$ cat src/rtl/muldiv_unit.sv
// Iterative MIPS multiply/divide unit holding the architectural HI/LO registers.
// Define MULDIV_FAST_MUL_EN for a single-cycle combinational MULT/MULTU.
module muldiv_unit #(
  parameter int WIDTH = 32
) (
  input  logic             clk,
  input  logic             rst_n,
  input  logic             start,
  input  logic [1:0]       op,
  input  logic [WIDTH-1:0] operand_a,
  input  logic [WIDTH-1:0] operand_b,
  input  logic             hilo_we,
  input  logic             hilo_sel,
  input  logic [WIDTH-1:0] hilo_wdata,
  output logic             busy,
  output logic             done,
  output logic [WIDTH-1:0] hi,
  output logic [WIDTH-1:0] lo,
  output logic             div_by_zero
);

  localparam int W2    = 2 * WIDTH;
  localparam int CNT_W = $clog2(WIDTH);

  typedef enum logic [1:0] {
    S_IDLE   = 2'd0,
    S_RUN    = 2'd1,
    S_FINISH = 2'd2
  } state_t;

  function automatic logic [WIDTH-1:0] cond_neg_w(input logic [WIDTH-1:0] v, input logic neg);
    return neg ? -v : v;
  endfunction

  function automatic logic [W2-1:0] cond_neg_2w(input logic [W2-1:0] v, input logic neg);
    return neg ? -v : v;
  endfunction

  state_t             state_q, state_d;
  logic               is_div_q, sign_a_q, sign_b_q, dz_q;
  logic [WIDTH-1:0]   mag_a_q, mag_b_q;
  logic [CNT_W-1:0]   cnt_q, cnt_d;
  logic [W2-1:0]      work_q, work_d;
  logic [WIDTH-1:0]   hi_q, hi_d, lo_q, lo_d;
  logic               done_q, dbz_q, dbz_d;

  logic               accept, a_neg, b_neg, b_zero;
  logic [WIDTH-1:0]   mag_a_in, mag_b_in;
  logic [WIDTH:0]     mul_sum, rem_sh, trial;
  logic [W2-1:0]      mul_step, div_step, prod_s;
  logic [WIDTH-1:0]   quo_s, rem_s, res_hi, res_lo;

  assign accept   = (state_q == S_IDLE) && start;
  assign a_neg    = ~op[0] & operand_a[WIDTH-1];
  assign b_neg    = ~op[0] & operand_b[WIDTH-1];
  assign b_zero   = (operand_b == '0);
  // 0x80000000 negates to itself, which is exactly its 2^31 magnitude.
  assign mag_a_in = cond_neg_w(operand_a, a_neg);
  assign mag_b_in = cond_neg_w(operand_b, b_neg);

  // Shift-add: work_q = {partial product, remaining multiplier bits}.
  assign mul_sum  = {1'b0, work_q[W2-1:WIDTH]} + (work_q[0] ? {1'b0, mag_a_q} : '0);
  assign mul_step = {mul_sum, work_q[WIDTH-1:1]};

  // Restoring division: work_q = {partial remainder, dividend/quotient bits}.
  assign rem_sh   = {work_q[W2-1:WIDTH], work_q[WIDTH-1]};
  assign trial    = rem_sh - {1'b0, mag_b_q};
  assign div_step = trial[WIDTH] ? {rem_sh[WIDTH-1:0], work_q[WIDTH-2:0], 1'b0}
                                 : {trial[WIDTH-1:0], work_q[WIDTH-2:0], 1'b1};

  assign prod_s = cond_neg_2w(work_q, sign_a_q ^ sign_b_q);
  assign quo_s  = cond_neg_w(work_q[WIDTH-1:0], sign_a_q ^ sign_b_q);
  assign rem_s  = cond_neg_w(work_q[W2-1:WIDTH], sign_a_q);

  always_comb begin
    res_hi = prod_s[W2-1:WIDTH];
    res_lo = prod_s[WIDTH-1:0];
    if (dz_q) begin
      res_hi = work_q[W2-1:WIDTH];
      res_lo = work_q[WIDTH-1:0];
    end else if (is_div_q) begin
      res_hi = rem_s;
      res_lo = quo_s;
    end
  end

  always_comb begin
    state_d = state_q;
    case (state_q)
      S_IDLE: begin
        if (start) begin
          if (op[1] && b_zero)
            state_d = S_FINISH;
`ifdef MULDIV_FAST_MUL_EN
          else if (!op[1])
            state_d = S_FINISH;
`endif
          else
            state_d = S_RUN;
        end
      end
      S_RUN:    if (cnt_q == CNT_W'(WIDTH - 1)) state_d = S_FINISH;
      S_FINISH: state_d = S_IDLE;
      default:  state_d = S_IDLE;
    endcase
  end

  always_comb begin
    work_d = work_q;
    cnt_d  = cnt_q;
    if (accept) begin
      cnt_d = '0;
      if (op[1] && b_zero)
        work_d = {operand_a, {WIDTH{1'b1}}};
      else if (op[1])
        work_d = {{WIDTH{1'b0}}, mag_a_in};
      else
`ifdef MULDIV_FAST_MUL_EN
        work_d = {{WIDTH{1'b0}}, mag_a_in} * {{WIDTH{1'b0}}, mag_b_in};
`else
        work_d = {{WIDTH{1'b0}}, mag_b_in};
`endif
    end else if (state_q == S_RUN) begin
      cnt_d  = cnt_q + 1'b1;
      work_d = is_div_q ? div_step : mul_step;
    end
  end

  always_comb begin
    hi_d  = hi_q;
    lo_d  = lo_q;
    dbz_d = dbz_q;
    if (state_q == S_FINISH) begin
      hi_d = res_hi;
      lo_d = res_lo;
      if (dz_q) dbz_d = 1'b1;
    end else if (accept) begin
      dbz_d = 1'b0;
    end else if ((state_q == S_IDLE) && hilo_we) begin
      if (hilo_sel) hi_d = hilo_wdata;
      else          lo_d = hilo_wdata;
    end
  end

  // Operand/working registers: only meaningful after an accepted start.
  always_ff @(posedge clk) begin
    work_q <= work_d;
    cnt_q  <= cnt_d;
    if (accept) begin
      is_div_q <= op[1];
      sign_a_q <= a_neg;
      sign_b_q <= b_neg;
      dz_q     <= op[1] && b_zero;
      mag_a_q  <= mag_a_in;
      mag_b_q  <= mag_b_in;
    end
  end

  always_ff @(posedge clk or negedge rst_n) begin
    if (!rst_n) begin
      state_q <= S_IDLE;
      hi_q    <= '0;
      lo_q    <= '0;
      done_q  <= 1'b0;
      dbz_q   <= 1'b0;
    end else begin
      state_q <= state_d;
      hi_q    <= hi_d;
      lo_q    <= lo_d;
      done_q  <= (state_d == S_FINISH);
      dbz_q   <= dbz_d;
    end
  end

  assign busy        = (state_q != S_IDLE);
  assign done        = done_q;
  assign hi          = hi_q;
  assign lo          = lo_q;
  assign div_by_zero = dbz_q;

endmodule

$ cat config.mk
export PLATFORM = sky130hd
export DESIGN_NAME = muldiv_unit
export DESIGN_NICKNAME = d
export VERILOG_FILES = /design/src/rtl/muldiv_unit.sv
export SDC_FILE = /design/constraint.sdc
export NUM_CORES = 1
export LEC_CHECK = 0
export BUFFER_PORTS_ARGS = -buffer_cell sky130_fd_sc_hd__buf_2
export CORE_UTILIZATION = 61
export CTS_CLUSTER_DIAMETER = 50
export DETAILED_ROUTE_END_ITERATION = 8
export GPL_ROUTABILITY_DRIVEN = 0
export GPL_TIMING_DRIVEN = 0
export PLACE_DENSITY = 0.82
export SLEW_MARGIN = 30
export SYNTH_ARGS = -nofsm -noshare
export SYNTH_HDL_FRONTEND = slang
export SYNTH_SLANG_ARGS = --single-unit
export TNS_END_PERCENT = 50
$ cat constraint.sdc
create_clock -name clk -period 5.71 [get_ports clk]
set_input_delay 0.2855 -clock clk [delete_from_list [all_inputs] [get_ports clk]]
set_output_delay 0.2855 -clock clk [all_outputs]
set_load 0.01 [all_outputs]
Word level (Yosys, flattened, before mapping)
Cells that the tools add are included.

word-level totals
  word-level logic and storage cells = 76
  input bits = 103
  bits in registers = 205
  output and inout port bits = 67

operators by class
  eq/ne operators = 7
  multiplexer cells = 31
  reductions and logical operators = 13
  add/sub/neg operators = 8
  bitwise gates (word level) = 4

operators by type and width
  cell                   number
  $mux W32               18
  $mux W64               6
  $neg A32 Y32           4
  $neg A64 Y64           1
  $add A32 B32 Y33       1
  $sub A33 B32 Y33       1
  $logic_not A32 Y1      1
  $reduce_bool A2 Y1     5
  $mux W2                3
  $reduce_and A3 Y1      2
  $add A5 B1 Y5 const B  1
  $eq A5 B5 Y1 const B   1
  $eq A2 B2 Y1 const B   2
  $ne A2 B1 Y1 const B   2
  $pmux W2 S2            1
  $logic_and A1 B1 Y1    3
  $mux W1                3
  $and A1 B1 Y1          2
  $eq A2 B1 Y1 const B   1
  $logic_not A2 Y1       1
  $ne A2 B2 Y1 const B   1
  $reduce_and A2 Y1      1
  $not A1 Y1             1
  $xor A1 B1 Y1          1

Depth between registers and ports, before layout
  word-level depth = 6
  mapped depth = 14

Worst setup path before layout
Ideal clock, no wire load.

  path kind = reg-to-reg
  from = reg state_q[0]
  to = reg work_q[3] (data pin)
  setup time = 0.367 ns
  data required time = 5.343 ns
  arrival time = 3.834 ns
  cell stages (with the launch flop) = 8
  path slack = 1.509 ns
  period minus slack after synthesis = 4.201 ns
  path through = dfrtp_1 -> or2_2 -> or2_2 -> clkbuf_1 -> inv_1 -> clkbuf_1 -> buf_1 -> a31oi_1

between the ends
  word-level cells in the longest chain between the ends = 3

RTL lines
  item                    line  RTL
  start, declared         39    state_t state_q, state_d;
  start signal, assigned  167   state_q <= state_d;
  $logic_not A2 Y1        53    assign accept = (state_q == S_IDLE) && start;
  $logic_and A1 B1 Y1     53
  via accept              47    logic accept, a_neg, b_neg, b_zero;
  $mux W64                111   if (accept) begin
  via work_d[3]           43    logic [W2-1:0] work_q, work_d;
  end signal, assigned    147   work_q <= work_d;
  end, declared           43

The timed path passes the listed nets, and every way through them passes these cells.
A chain may end at the register's enable or synchronous reset.

Final worst setup path
  from = reg work_q[31]
  to = reg work_q[61] (data pin)

between the ends
  word-level cells in the longest chain between the ends = 5

RTL lines
  item              line  RTL
  $sub A33 B32 Y33  67    assign trial = rem_sh - {1'b0, mag_b_q};
  $mux W64          68    assign div_step = trial[WIDTH] ? {rem_sh[WIDTH-1:0], work_q[WIDTH-2:0], 1'b0}
  $mux W64          125   work_d = is_div_q ? div_step : mul_step;
  $mux W64          123   end else if (state_q == S_RUN) begin
  $mux W64          111
  via work_d[61]    43

The timed path passes the listed nets, and every way through them passes these cells. The select of a mux whose other input is x is not followed.

==> flow_summary.toml <==
[outcome]
status = "finished, violations left"
failed_checks = "hold timing"

[timing]
final_min_period_over_clock_period_pct = 86.7
hold_violations = 2
finalClockSkew_ns = 0.0154
period_needed_ns = 4.95
tns_ns = 0
grt_setup_unrepaired = "no"
whs_ns = -0.000792
relSlewSlack_pct = 29.8
setup-violations-final = 0
slew_violations = 0
fmax_mhz = 202
tightest_slew_ns = 1.05

[worst_setup_path]
path_depth = 13
reg2reg_slack_ns = 0.76
worst_path_max_delay_cell = "edfxtp_1"
crit_required_ns = 6.09
cp_cell_sequence = "inv_1, ha_1, fa_1, nand2b_1, a21oi_1, o211ai_1, o2111ai_1, nand2_1, xnor2_2, buf_2, clkbuf_1, a31oi_1, o21ai_0"
r2r_start = "work_q[31]"
crit_fanout = 10
cpPeakStageDelay_ns = 0.60
crit_path_end = "work_q[61]"
crit_buf_inv = 3
crit_type = "register to register"
cpLargestDelayFamily = "compound AO/OA/AOI/OAI gates"
cp-start-kind = "register"
cp-end-kind = "register"
critical_path_arrival_ns = 5.33
r2r_cells = 13
startpoint = "work_q[31]"
worstReg2RegEnd = "work_q[61]"

[layout]
drive_gt1_share_pct = 13.1
final_common_cell = "nor2_1"
area_growth_pct = 14.5
fillers = 1954
antenna_cells = 0
instances_no_fill = 2356
num-nets-final = 2180
most-common-layout-cells = "nor2_1 (180), buf_2 (175), nand2_1 (159)"

[logic_synthesis]
ys_seq_elements = 205
yosysUniqueCellTypes = 82
synthArstFlopShare_pct = 33.2
synth_edf_count = 132
ys_seq_area_share_pct = 36.4
netlist_area_um2 = 15800
avgSynthCellArea_um2 = 8.80
netlist.top_cell.by_area = "edfxtp_1"
yosysWarnings = 0
syn-num-nets = 1975
syn_inst = 1800
synthTopCellsByArea = "edfxtp_1 (25%), dfrtp_1 (11%), ha_1 (5.5%), mux2i_1 (4.9%), xnor2_1 (4.8%)"
yosysTopAreaCellShare_pct = 25.0
synthFlopType = "edfxtp_1"

[clocking]
clk_latency_ns = 0.56
clk_pin_slew_worst_paths_ns = 0.06
ctsResizeCount = 0
clock_sinks = 205
numCtsBuffers = 27
h-tree-depth = 1
cts_root_buffer = "clkbuf_16"
cts_max_path_buffers = 3
cts_tree = "done"

[place]
dpl.hpwl_mm = 43.0
portBuffers = 169
dp_cells = 2303

[drt]
drtAntennaViolNets = 0
post-route-drc-count = 0
routed_wl_mm = 55.9
vias = 16000
drt-initial-drc-count = 2527
first_pass_iters = 9
vias_per_cell = 6.77
avgRoutedWirePerCell_um = 23.7

[hold_path]
hp-class = "primary input to register"

[global_route]
grt_max_degree = 52
grt_pass1_wl_mm = 83.5
grt_pass1_vias = 14700
grt_util_all_layers_pct = 41.7
grt_overflow = 0
grt_antenna_before_repair = 0

[floorplanning]
start_util_pct = 62.5
die_width_um = 163
io_pins = 170
die_area_um2 = 26600
die_y_um = 163
core-area_um2 = 25300
rows = 58

[flow_run]
drv_cap = 0

[power]
irDropWorstVdd_uv = 313
power.density_nw_per_um2 = 560
power_leakage_nw = 7.72
total_power_mw = 10.2
[worst register-to-register path, cell delays in order, from the launching register on]
cell and delay [ns]:
edfxtp_1 0.60, inv_1 0.09, ha_1 0.23, fa_1 0.39
nand2b_1 0.19, a21oi_1 0.38, o211ai_1 0.32, o2111ai_1 0.33
nand2_1 0.14, xnor2_2 0.58, buf_2 0.44, clkbuf_1 0.59
a31oi_1 0.25, o21ai_0 0.25
[cell families after synthesis]
logic type / Yosys count / share of synthesized area [%]
xor gates and xnor gates: 168 / 9.34
buffers and inverters: 156 / 3.85
adders and majority gates: 72 / 5.78
AOI/OAI and AO/OA: 526 / 21.0
and+or+nand+nor: 588 / 18.2
DFF: 205 / 36.4
muxes: 85 / 5.44
[synth_stat cells (6+ instances only)]
cell type / instances
a211oi_1: 10
a21o_1: 30
a21oi_1: 138
a221oi_1: 7
a22oi_1: 39
a31oi_1: 30
and2_1: 39
and3_1: 12
buf_1: 9
buf_2: 6
clkbuf_1: 74
dfrtp_1: 68
edfxtp_1: 132
ha_1: 70
inv_1: 60
mux2_2: 8
mux2i_1: 77
nand2_1: 159
nand2b_1: 18
nand3_1: 25
nand4_1: 16
nor2_1: 180
nor2b_1: 19
nor3_1: 33
nor3b_1: 6
nor4_1: 19
o211ai_1: 16
o21a_1: 13
o21ai_0: 127
o21bai_1: 6
o22ai_1: 9
o31ai_1: 50
or2_2: 11
or3_1: 18
or4_1: 9
xnor2_1: 87
xor2_1: 80
[registers in the layout (all words and copies together), names as in the netlist, 2 cells and up]
name and count:
lo 32, state_q 2, hi 32, mag_a_q 32, work_q 64, mag_b_q 32
cnt_q 5
[area by class of cell]
type	count	area, um^2	area share, %
clock inverters	14	136	0.752
repair buffers	176	966	5.33
plain buffers	92	365	2.02
multi-input cells	1439	9470	52.3
well taps	330	413	2.28
flip-flops and latches	205	5770	31.8
clock buffers	36	761	4.20
inverters	64	245	1.35
[report_power, final]
part | switching (mW) | internal, mW | total [mW]
Combinational | 3.25 | 2.10 | 5.35
Sequential | 0.751 | 2.34 | 3.09
Clock | 0.721 | 0.999 | 1.72
Total | 4.72 | 5.43 | 10.2
[worst min-delay path by stage]
stage                         from           to  slack [ns]  cells after the start
finish              hilo_wdata[17]       hi[17]     -0.0008                      3
floorplan                    rst_n  div_by_zero       -0.01                      0
global placement            lo[18]       lo[18]        0.46                      2
CTS                 hilo_wdata[17]       hi[17]      0.0003                      3
global route        hilo_wdata[25]       hi[25]        0.02                      3
detailed placement           rst_n       lo[20]        0.17                      1
[per-stage QoR]
stage          util [%]  cell area, um^2  setup slack [ns]
3_5_place_dp       67.9            17200              1.08
6_report           71.6            18100             0.761
5_1_grt            71.6            18100             0.715
2_1_floorplan         -            15800              1.51
4_1_cts            71.6            18100              1.05
3_3_place_gp       67.5            17100             0.162
[timing repair]
item	4_1_cts	5_1_grt
hold buffers	3	0
setup buffers	0	0
hold endpoints to repair	70	0
setup endpoints to repair	0	0
[routing by layer]
layer	track usage (%)	wire, um	up-vias
met4	25.4	3900	0
met1	55.7	20700	7399
met2	60.6	23100	1283
met3	10.4	8140	247
li1	-	-	7026
met5	0	0	-
Note: power is estimated with default switching activity, not from simulation.
